===== src/rtl/seq_stage_controller.sv =====
// Multi-cycle stage sequencer for the Y86-64 SEQ datapath: stage enables, icode latch, memory wait/timeout, status.
// Optional build macro SEQ_SINGLE_STEP_EN: return to IDLE after each PCUPD so each start runs one instruction.
module seq_stage_controller #(
  parameter int MEM_TIMEOUT = 15,
  parameter int CNT_W       = 16
) (
  input  logic             clk,
  input  logic             rst,
  input  logic             start,
  input  logic [3:0]       icode,
  input  logic             imem_error,
  input  logic             dmem_error,
  input  logic             mem_ready,
  output logic             f_en,
  output logic             d_en,
  output logic             e_en,
  output logic             m_req,
  output logic             w_en,
  output logic             pc_en,
  output logic [2:0]       cur_state,
  output logic [2:0]       stat,
  output logic             busy,
  output logic [CNT_W-1:0] instr_count
);

  typedef enum logic [2:0] {
    S_IDLE    = 3'd0,
    S_FETCH   = 3'd1,
    S_DECODE  = 3'd2,
    S_EXECUTE = 3'd3,
    S_MEMORY  = 3'd4,
    S_WRBACK  = 3'd5,
    S_PCUPD   = 3'd6,
    S_HALT    = 3'd7
  } state_t;

  localparam logic [2:0] STAT_AOK = 3'd1;
  localparam logic [2:0] STAT_HLT = 3'd2;
  localparam logic [2:0] STAT_ADR = 3'd3;
  localparam logic [2:0] STAT_INS = 3'd4;
  localparam logic [7:0] WAIT_LAST = 8'(MEM_TIMEOUT - 1);

  state_t     state, state_nx;
  logic [2:0] stat_nx;
  logic [7:0] wait_cnt, wait_nx;
  logic [3:0] icode_q, icode_nx;
  logic       retire;
  logic       is_mem_op;
  logic       writes_reg;

  assign is_mem_op  = icode_q inside {4'h4, 4'h5, 4'h8, 4'h9, 4'hA, 4'hB};
  assign writes_reg = icode_q inside {4'h2, 4'h3, 4'h5, 4'h6, 4'h8, 4'h9, 4'hA, 4'hB};

  // NOTE: non-blocking assignments here so every register samples pre-edge values of the others.
  always_ff @(posedge clk) begin
    if (rst) begin
      state       <= S_IDLE;
      stat        <= STAT_AOK;
      wait_cnt    <= 8'd0;
      icode_q     <= 4'h0;
      instr_count <= '0;
    end else begin
      state    <= state_nx;
      stat     <= stat_nx;
      wait_cnt <= wait_nx;
      icode_q  <= icode_nx;
      if (retire && !(&instr_count))
        instr_count <= instr_count + CNT_W'(1);
    end
  end

  // NOTE: every output of this block gets a default first, otherwise unassigned paths infer latches.
  always_comb begin
    state_nx = state;
    stat_nx  = stat;
    wait_nx  = wait_cnt;
    icode_nx = icode_q;
    retire   = 1'b0;
    case (state)
      S_IDLE:    if (start) state_nx = S_FETCH;
      S_FETCH: begin
        icode_nx = icode;
        if (imem_error) begin
          state_nx = S_HALT;
          stat_nx  = STAT_ADR;
        end else if (icode > 4'hB) begin
          state_nx = S_HALT;
          stat_nx  = STAT_INS;
        end else if (icode == 4'h0) begin
          state_nx = S_HALT;
          stat_nx  = STAT_HLT;
        end else begin
          state_nx = S_DECODE;
        end
      end
      S_DECODE:  state_nx = S_EXECUTE;
      S_EXECUTE: begin
        if (is_mem_op) begin
          state_nx = S_MEMORY;
          wait_nx  = 8'd0;
        end else begin
          state_nx = S_WRBACK;
        end
      end
      S_MEMORY: begin
        // Ready is checked before the timeout so a late completion still succeeds.
        if (mem_ready) begin
          if (dmem_error) begin
            state_nx = S_HALT;
            stat_nx  = STAT_ADR;
          end else begin
            state_nx = S_WRBACK;
          end
        end else if (wait_cnt == WAIT_LAST) begin
          state_nx = S_HALT;
          stat_nx  = STAT_ADR;
        end else begin
          wait_nx = wait_cnt + 8'd1;
        end
      end
      S_WRBACK:  state_nx = S_PCUPD;
      S_PCUPD: begin
        retire = 1'b1;
`ifdef SEQ_SINGLE_STEP_EN
        state_nx = S_IDLE;
`else
        state_nx = S_FETCH;
`endif
      end
      S_HALT:    state_nx = S_HALT;
      default:   state_nx = S_IDLE;
    endcase
  end

  assign f_en      = (state == S_FETCH);
  assign d_en      = (state == S_DECODE);
  assign e_en      = (state == S_EXECUTE);
  assign m_req     = (state == S_MEMORY);
  assign w_en      = (state == S_WRBACK) && writes_reg;
  assign pc_en     = (state == S_PCUPD);
  assign busy      = (state != S_IDLE) && (state != S_HALT);
  assign cur_state = state;

endmodule


===== config.mk =====
export PLATFORM = sky130hd
export DESIGN_NAME = seq_stage_controller
export DESIGN_NICKNAME = d
export VERILOG_FILES = /design/src/rtl/seq_stage_controller.sv
export SDC_FILE = /design/constraint.sdc
export NUM_CORES = 1
export LEC_CHECK = 0
export CAP_MARGIN = 20
export CELL_PAD_IN_SITES_DETAIL_PLACEMENT = 1
export CELL_PAD_IN_SITES_GLOBAL_PLACEMENT = 2
export CORE_UTILIZATION = 29
export DETAILED_ROUTE_END_ITERATION = 10
export HOLD_SLACK_MARGIN = 0.15
export PLACE_DENSITY_LB_ADDON = 0.12
export SETUP_SLACK_MARGIN = 0.15
export SLEW_MARGIN = 10
export SYNTH_ARGS = -nofsm -noshare
export SYNTH_HDL_FRONTEND = slang
export SYNTH_SLANG_ARGS = --single-unit

===== constraint.sdc =====
create_clock -name clk -period 2.22 [get_ports clk]
set_input_delay 0.555 -clock clk [delete_from_list [all_inputs] [get_ports clk]]
set_output_delay 0.555 -clock clk [all_outputs]
set_load 0.01 [all_outputs]

==> summary.md, run 1 <==
| Metric | Value |
|---|---|
| Part of the Yosys area used for sequential elements | `0.348` |
| Clk buf depth | `2` |
| Iteration count of the initial detailed-routing pass | `7` |
| Critical path capture point type | `output port` |
| Post-synth EDFFs | `0` |
| Relative slew margins | `0.723` |
| Warnings from Yosys | `0` |
| Maximum vdd drop | `0.000220 V` |
| CP endpoint | `m_req` |
| RR Startpoint | `instr_count[0]$_SDFFE_PP0P_` |
| Tcrit/Tclk final | `0.890` |
| Max_cap viols | `0` |
| Flops & latches, synth | `34` |
| Distinct cell type count after synthesis | `52` |
| Final ANT Viol Nets | `0` |
| Nets | `slightly below 300` |
| All-Layer GR Usage | `0.159` |
| First-pass GRT wire length | `around 9000 microns` |
| H-tree depth | `2` |
| Placed Area | `between 0.002 and 0.003 sq mm` |
| Final Skew | `about 0.0087 ns` |
| Critical Path RT | `approximately 1.7 ns` |
| Via count | `roughly 1900` |
| CP max stage delay | `0.39 ns` |
| Clock root buffer | `clkbuf_8` |
| Final Non-Filler Cells | `roughly 360` |
| Max Slew Vio Count | `0` |
| Mapped Area | `between 0.0015 and 0.002 sq mm` |
| Critical path's top delay family | `simple AND/OR/NAND/NOR gates` |
| Area delta synth->final | `33.8%` |
| Chain of cells forming the critical path | `or3b_1, inv_2, dlygate4sd2_1` |
| R2R cell count | `5` |
| Antenna Cells | `0` |
| Crit path time final | `between 1.5 and 2 ns` |
| Ys flop type | `dfxtp_1` |
| Die ar. | `between 0.007 and 0.008 sq mm` |
| Vias in the first global route | `roughly 1800` |
| WP depth | `3` |
| CTS tree | `built` |
| DR WL/cell | `between 10 and 15 microns` |
| Fin util | `0.408` |
| CP max FO | `6` |
| Row count | `29` |
| Asr flop ratio synth | `0` |
| Number of port buffers | `38` |
| Height of the die | `between 80 and 90 microns` |
| Largest net degree at the start of global routing | `22` |
| Commonest non-fill, non-tap cell in the layout | `dfxtp_1` |
| RSZ-0062 raised after global routing | `false` |
| Clock latency on the worst-skew pair | `about 0.3 ns` |
| Syn avg cell area | `between 8 and 9 sq um` |
| Initial cell density of the core | `0.305` |
| # IOs | `39` |
| CP Class | `reg -> out` |
| Antenna violations before repair | `0` |
| Core region area | `approximately 0.0064 sq mm` |
| Failing checks | `design-rule violations` |
| Final GP Congestion | `0.722` |
| Syn_nets | `roughly 250` |
| Register-to-register setup slack | `0.31 ns` |
| Most frequent cells in the layout | `dfxtp_1 (32), clkdlybuf4s50_1 (31), buf_4 (20), nor2_1 (18), a21oi_1 (17)` |
| Post-DP HPWL | `3860 microns` |
| Die W | `approximately 84 microns` |
| DRC Markers | `4` |
| Setup crit start | `cur_state[1]$_SDFFE_PP0P_` |
| Post-Synthesis Cells | `about 230` |
| Vias per cell | `approximately 5.3` |
| Min-Delay Path Class | `reg -> reg` |
| Worst hold slack | `between 0.4 and 0.5 ns` |
| Final setup vio count | `0` |
| Layout cells sized above 1 | `0.180` |
| Drt initial violations | `around 120` |
| Routed wire length | `5230 microns` |
| Reg clk slew, reported paths | `~0.07 ns` |
| Least-Margin Pin Slew | `just over 0.4 ns` |
| Hold Vio Cnt, Final | `0` |
| Pleak | `between 0.001 and 0.0015 uW` |
| P per Cell Area | `577 mW/mm^2` |
| Slowest cell on crit path | `or3b_1` |
| CTS Sinks | `34` |
| CTS Buf Count | `5` |
| Worst path bufs/invs | `2` |
| CP Data Arrival Time | `between 1 and 1.5 ns` |
| Fmax | `roughly 0.5 GHz` |
| Gr ovfl total | `0` |
| Total power | `between 1500 and 2000 uW` |
| Reg-to-reg critical path endpoint | `instr_count[0]$_SDFFE_PP0P_` |
| CP startpoint kind | `register` |
| Status | `finished, violations left` |
| Finished layout cell area | `~0.0026 sq mm` |
| Inst Count DP | `352` |
-- how the worst min path moves through the flow --
stage                                   startpoint                  endpoint  slack [ns]  cells past startpoint
after floorplan           wait_cnt[3]$_SDFFE_PP0P_  wait_cnt[3]$_SDFFE_PP0P_        0.45                      2
after global placement    wait_cnt[3]$_SDFFE_PP0P_  wait_cnt[3]$_SDFFE_PP0P_        0.47                      2
after detailed placement  wait_cnt[3]$_SDFFE_PP0P_  wait_cnt[3]$_SDFFE_PP0P_        0.47                      2
after CTS                 wait_cnt[3]$_SDFFE_PP0P_  wait_cnt[3]$_SDFFE_PP0P_        0.48                      2
after global routing          stat[2]$_SDFFE_PP0P_      stat[2]$_SDFFE_PP0P_        0.52                      2
final                     wait_cnt[3]$_SDFFE_PP0P_  wait_cnt[3]$_SDFFE_PP0P_        0.48                      2
-- metrics by stage --
stage / worst slack, ns / setup TNS, ns
3_3_place_gp: 0.0431 / 0
4_1_cts: 0.0543 / 0
3_5_place_dp: -0.00613 / -0.00613
6_report: 0.243 / 0
2_1_floorplan: 0.469 / 0
5_1_grt: 0.184 / 0
-- final cells by class --
| class | count | area, sq um |
|---|---|---|
| sequential | 34 | 686 |
| clock inverter | 2 | 10.0 |
| multi-input combinational | 175 | 1190 |
| inverter | 10 | 37.5 |
| tap | 77 | 96.3 |
| clock buffer | 5 | 68.8 |
| fill | 770 | 3800 |
| timing repair buffer | 58 | 529 |
-- per-layer routing --
layer  vias up  share of wire  GRT usage
met5         -              0          0
met4         0          0.015     0.0658
met3         5          0.032     0.0383
met2        28           0.43      0.232
met1       914           0.53      0.223
li1        949              -          -
-- report_power, final --
part           switching (uW)  internal, uW  leakage (uW)  total (uW)
logic                     189           200      0.000691         389
registers                33.0           644      0.000276         677
clock network             235           211     0.0000438         446
total                     457          1060       0.00101        1510
-- registers in the layout, indices dropped and copies added (netlist names) --
name,count
wait_cnt,8
instr_count,16
stat,3
cur_state,3
icode_q,4
-- worst min-delay path, delay by kind of cell (launching register included) --
kind,cells,cell delay [ns]
flip-flops,1,0.32
AND/OR/NAND/NOR,1,0.06
multiplexers,1,0.05
-- cell usage after synthesis (all sizes together) (4+ instances only) --
cell type  instances  area [sq um]
buf                6          38.8
o21ai              6          33.8
a21oi             21           120
mux2               9           101
nor2              18          67.6
mux2i             13           130
nand2             15          56.3
nor3               6          30.0
dfxtp             34           681
clkbuf             7          26.3
inv                9          33.8
and2               4          25.0
nand3             16          80.1
nand3b             7          52.6
nor2b             10          62.6
or4                4          30.0
nand4              7          43.8
-- logic make-up after synthesis --
group,share of synthesized area
multiplexers,0.118
buffers and inverters,0.0524
AO/OA/AOI/OAI,0.175
adder cells (fa/ha/maj),0.0192
flip-flops,0.348
AND/OR/NAND/NOR,0.287
-- timing repair --
action                                  CTS  global route
endpoints found under the setup margin    7             4
gates resized for setup                   9             6
gates cloned                              0             0
pin swaps                                 0             1
hold buffers                              0             0
setup buffers                             0             2
No activity file was read; power rests on OpenSTA's default activity.
==> inputs of run 2 (changes only) <==
--- a/config.mk
+++ b/config.mk
@@ -9,7 +9,9 @@
 export CELL_PAD_IN_SITES_DETAIL_PLACEMENT = 1
 export CELL_PAD_IN_SITES_GLOBAL_PLACEMENT = 2
 export CORE_UTILIZATION = 29
+export CTS_BUF_LIST = sky130_fd_sc_hd__clkbuf_2
 export DETAILED_ROUTE_END_ITERATION = 10
+export GPL_ROUTABILITY_DRIVEN = 1
 export HOLD_SLACK_MARGIN = 0.15
 export PLACE_DENSITY_LB_ADDON = 0.12
 export SETUP_SLACK_MARGIN = 0.15
==> summary.md, run 2 (same netlist as run 1, synthesis figures left out) <==
| Metric | Value |
|---|---|
| All-Layer GR Usage | `0.157 (-0.00191)` |
| Largest net degree at the start of global routing | `22 (unchanged)` |
| CTS Sinks | `34 (unchanged)` |
| Area delta synth->final | `30.8%` |
| Final setup vio count | `0 (unchanged)` |
| Clk buf depth | `2 (unchanged)` |
| Max_cap viols | `0 (unchanged)` |
| Hold Vio Cnt, Final | `0 (unchanged)` |
| RSZ-0062 raised after global routing | `true` |
| Min-Delay Path Class | `reg -> reg` |
| CP Class | `reg -> out` |
| Layout cells sized above 1 | `0.208 (+0.0282)` |
| Core region area | `0.00642 sq mm (unchanged)` |
| Fmax | `0.505 GHz (-0.15%)` |
| Gr ovfl total | `0 (unchanged)` |
| Height of the die | `84.1 microns (unchanged)` |
| Final GP Congestion | `0.722 (unchanged)` |
| Clock latency on the worst-skew pair | `0.38 ns (+0.08 ns)` |
| Initial cell density of the core | `0.305 (unchanged)` |
| Most frequent cells in the layout | `clkdlybuf4s50_1 (29), dfxtp_1 (28), buf_4 (20), nor2_1 (18), a21oi_1 (17)` |
| Clock root buffer | `clkbuf_2` |
| CP max FO | `11 (+5)` |
| Critical path capture point type | `output port` |
| Antenna violations before repair | `0 (unchanged)` |
| Met1 Use GR | `0.224 (+0.00108)` |
| # IOs | `39 (unchanged)` |
| CTS tree | `built` |
| DR WL/cell | `14.3 microns (-1.1%)` |
| CTS Buf Count | `5 (unchanged)` |
| First-pass GRT wire length | `8880 microns (+0.62%)` |
| Nets | `297 (unchanged)` |
| Max Slew Vio Count | `0 (unchanged)` |
| Number of port buffers | `38 (unchanged)` |
| Crit path time final | `1.98 ns (+0.00289 ns)` |
| Reg with most FFs | `instr_count` |
| Post-DP HPWL | `3860 microns (unchanged)` |
| Status | `finished, violations left` |
| CP Data Arrival Time | `1.42 ns (about the same)` |
| Placed Area | `0.00250 sq mm (unchanged)` |
| GR Layer Usage met2 | `0.238 (+0.00522)` |
| Iteration count of the initial detailed-routing pass | `7 (unchanged)` |
| Relative slew margins | `0.723 (about the same)` |
| Failing checks | `design-rule violations` |
| Antenna Cells | `0 (unchanged)` |
| DRC Markers | `4 (unchanged)` |
| Fin util | `0.399 (-0.00916)` |
| CP startpoint kind | `register` |
| Largest register FFs | `16 (unchanged)` |
| Via count | `1890 (-0.32%)` |
| Die ar. | `0.00708 sq mm (unchanged)` |
| Routed wire length | `5180 microns (-1.1%)` |
| Reg clk slew, reported paths | `0.18 ns (+0.11 ns)` |
| Critical Path RT | `1.66 ns (about the same)` |
| Vias in the first global route | `1793 (+0.39%)` |
| Row count | `29 (unchanged)` |
| Total power | `1350 uW (-11%)` |
| Pleak | `0.000985 uW (-2.6%)` |
| Maximum vdd drop | `0.000225 V (+2.2%)` |
| Die W | `84.1 microns (unchanged)` |
| Least-Margin Pin Slew | `0.406 ns (+0.000590 ns)` |
| Final Skew | `0.0213 ns (+0.0126 ns)` |
| Post-CTS Hold Fix Bufs | `0 (unchanged)` |
| Drt initial violations | `111 (-3.5%)` |
| Finished layout cell area | `0.00256 sq mm (-2.2%)` |
| H-tree depth | `2 (unchanged)` |
| P per Cell Area | `526 mW/mm^2 (-9.0%)` |
| Met3 usage | `0.0324 (-0.00590)` |
| Vias per cell | `5.24 (-0.32%)` |
| Busiest layer in global routing | `met2` |
| Commonest non-fill, non-tap cell in the layout | `clkdlybuf4s50_1` |
| Tcrit/Tclk final | `0.892 (+0.00130)` |
| Biggest registers after layout | `instr_count: 16 flops, wait_cnt: 8 flops, icode_q: 4 flops` |
| Final ANT Viol Nets | `0 (unchanged)` |
-- run 2: cell count changes in the layout (fill, tap and decap cells not counted), moves of 2 or more --
| cell | previous run | this run |
|---|---|---|
| dlygate4sd2_1 | 5 | 2 |
| clkbuf_2 | 0 | 9 |
| clkbuf_8 | 5 | 0 |
| dfxtp_1 | 32 | 28 |
| dfxtp_2 | 1 | 5 |
| clkdlybuf4s50_1 | 31 | 29 |
-- run 2: worst max-delay path, stage by stage (launching register included) --
cell and delay (ns):
dfxtp_2 0.37, buf_4 0.17, and3_1 0.19, nor2_1 0.10
clkdlybuf4s15_1 0.24
-- run 2: final timing paths --
path                               start                           to  slack, ns  cells past startpoint
max            cur_state[2]$_SDFFE_PP0P_                         busy       0.24                      4
min             wait_cnt[3]$_SDFFE_PP0P_     wait_cnt[3]$_SDFFE_PP0P_       0.49                      2
max reg2reg  instr_count[0]$_SDFFE_PP0P_  instr_count[0]$_SDFFE_PP0P_       0.30                      5
min reg2reg     wait_cnt[3]$_SDFFE_PP0P_     wait_cnt[3]$_SDFFE_PP0P_       0.49                      2
-- run 2: timing repair --
action | in CTS | in global routing
gates resized for setup | 13 | 16
pin swaps | 0 | 0
setup buffers | 1 | 1
endpoints found under the setup margin | 8 | 10
-- run 2: through the flow --
stage / TNS (ns) / setup WS [ns] / cells / hold WS, ns
floorplan: 0 / 0.469 / 232 / 0.450
finish: 0 / 0.240 / 361 / 0.492
global route: 0 / 0.103 / 361 / 0.533
detailed placement: -0.00613 / -0.00613 / 352 / 0.472
global placement: 0 / 0.0431 / 352 / 0.465
CTS: 0 / 0.0869 / 360 / 0.494
-- run 2: layer usage --
| layer | vias to the layer above | routed length, microns | share of wire |
|---|---|---|---|
| met1 | 906 | 2710 | 0.52 |
| met3 | 4 | 159 | 0.031 |
| met4 | 0 | 45 | 0.0087 |
| li1 | 948 | - | - |
| met5 | - | 0 | 0 |
| met2 | 32 | 2270 | 0.44 |
-- run 2: power by group --
part	switching [uW]	leakage, uW	total, uW	internal (uW)
registers	30.1	0.000278	676	646
logic	192	0.000678	385	193
clock network	217	0.0000286	285	68.4
-- run 2: layout make-up --
cell class	instances	area, sq um
inverter	10	37.5
clock buffer	5	25.0
timing repair buffer	58	513
fill	772	3860
multi-input combinational	175	1190
sequential	34	691
tap	77	96.3
clock inverter	2	10.0
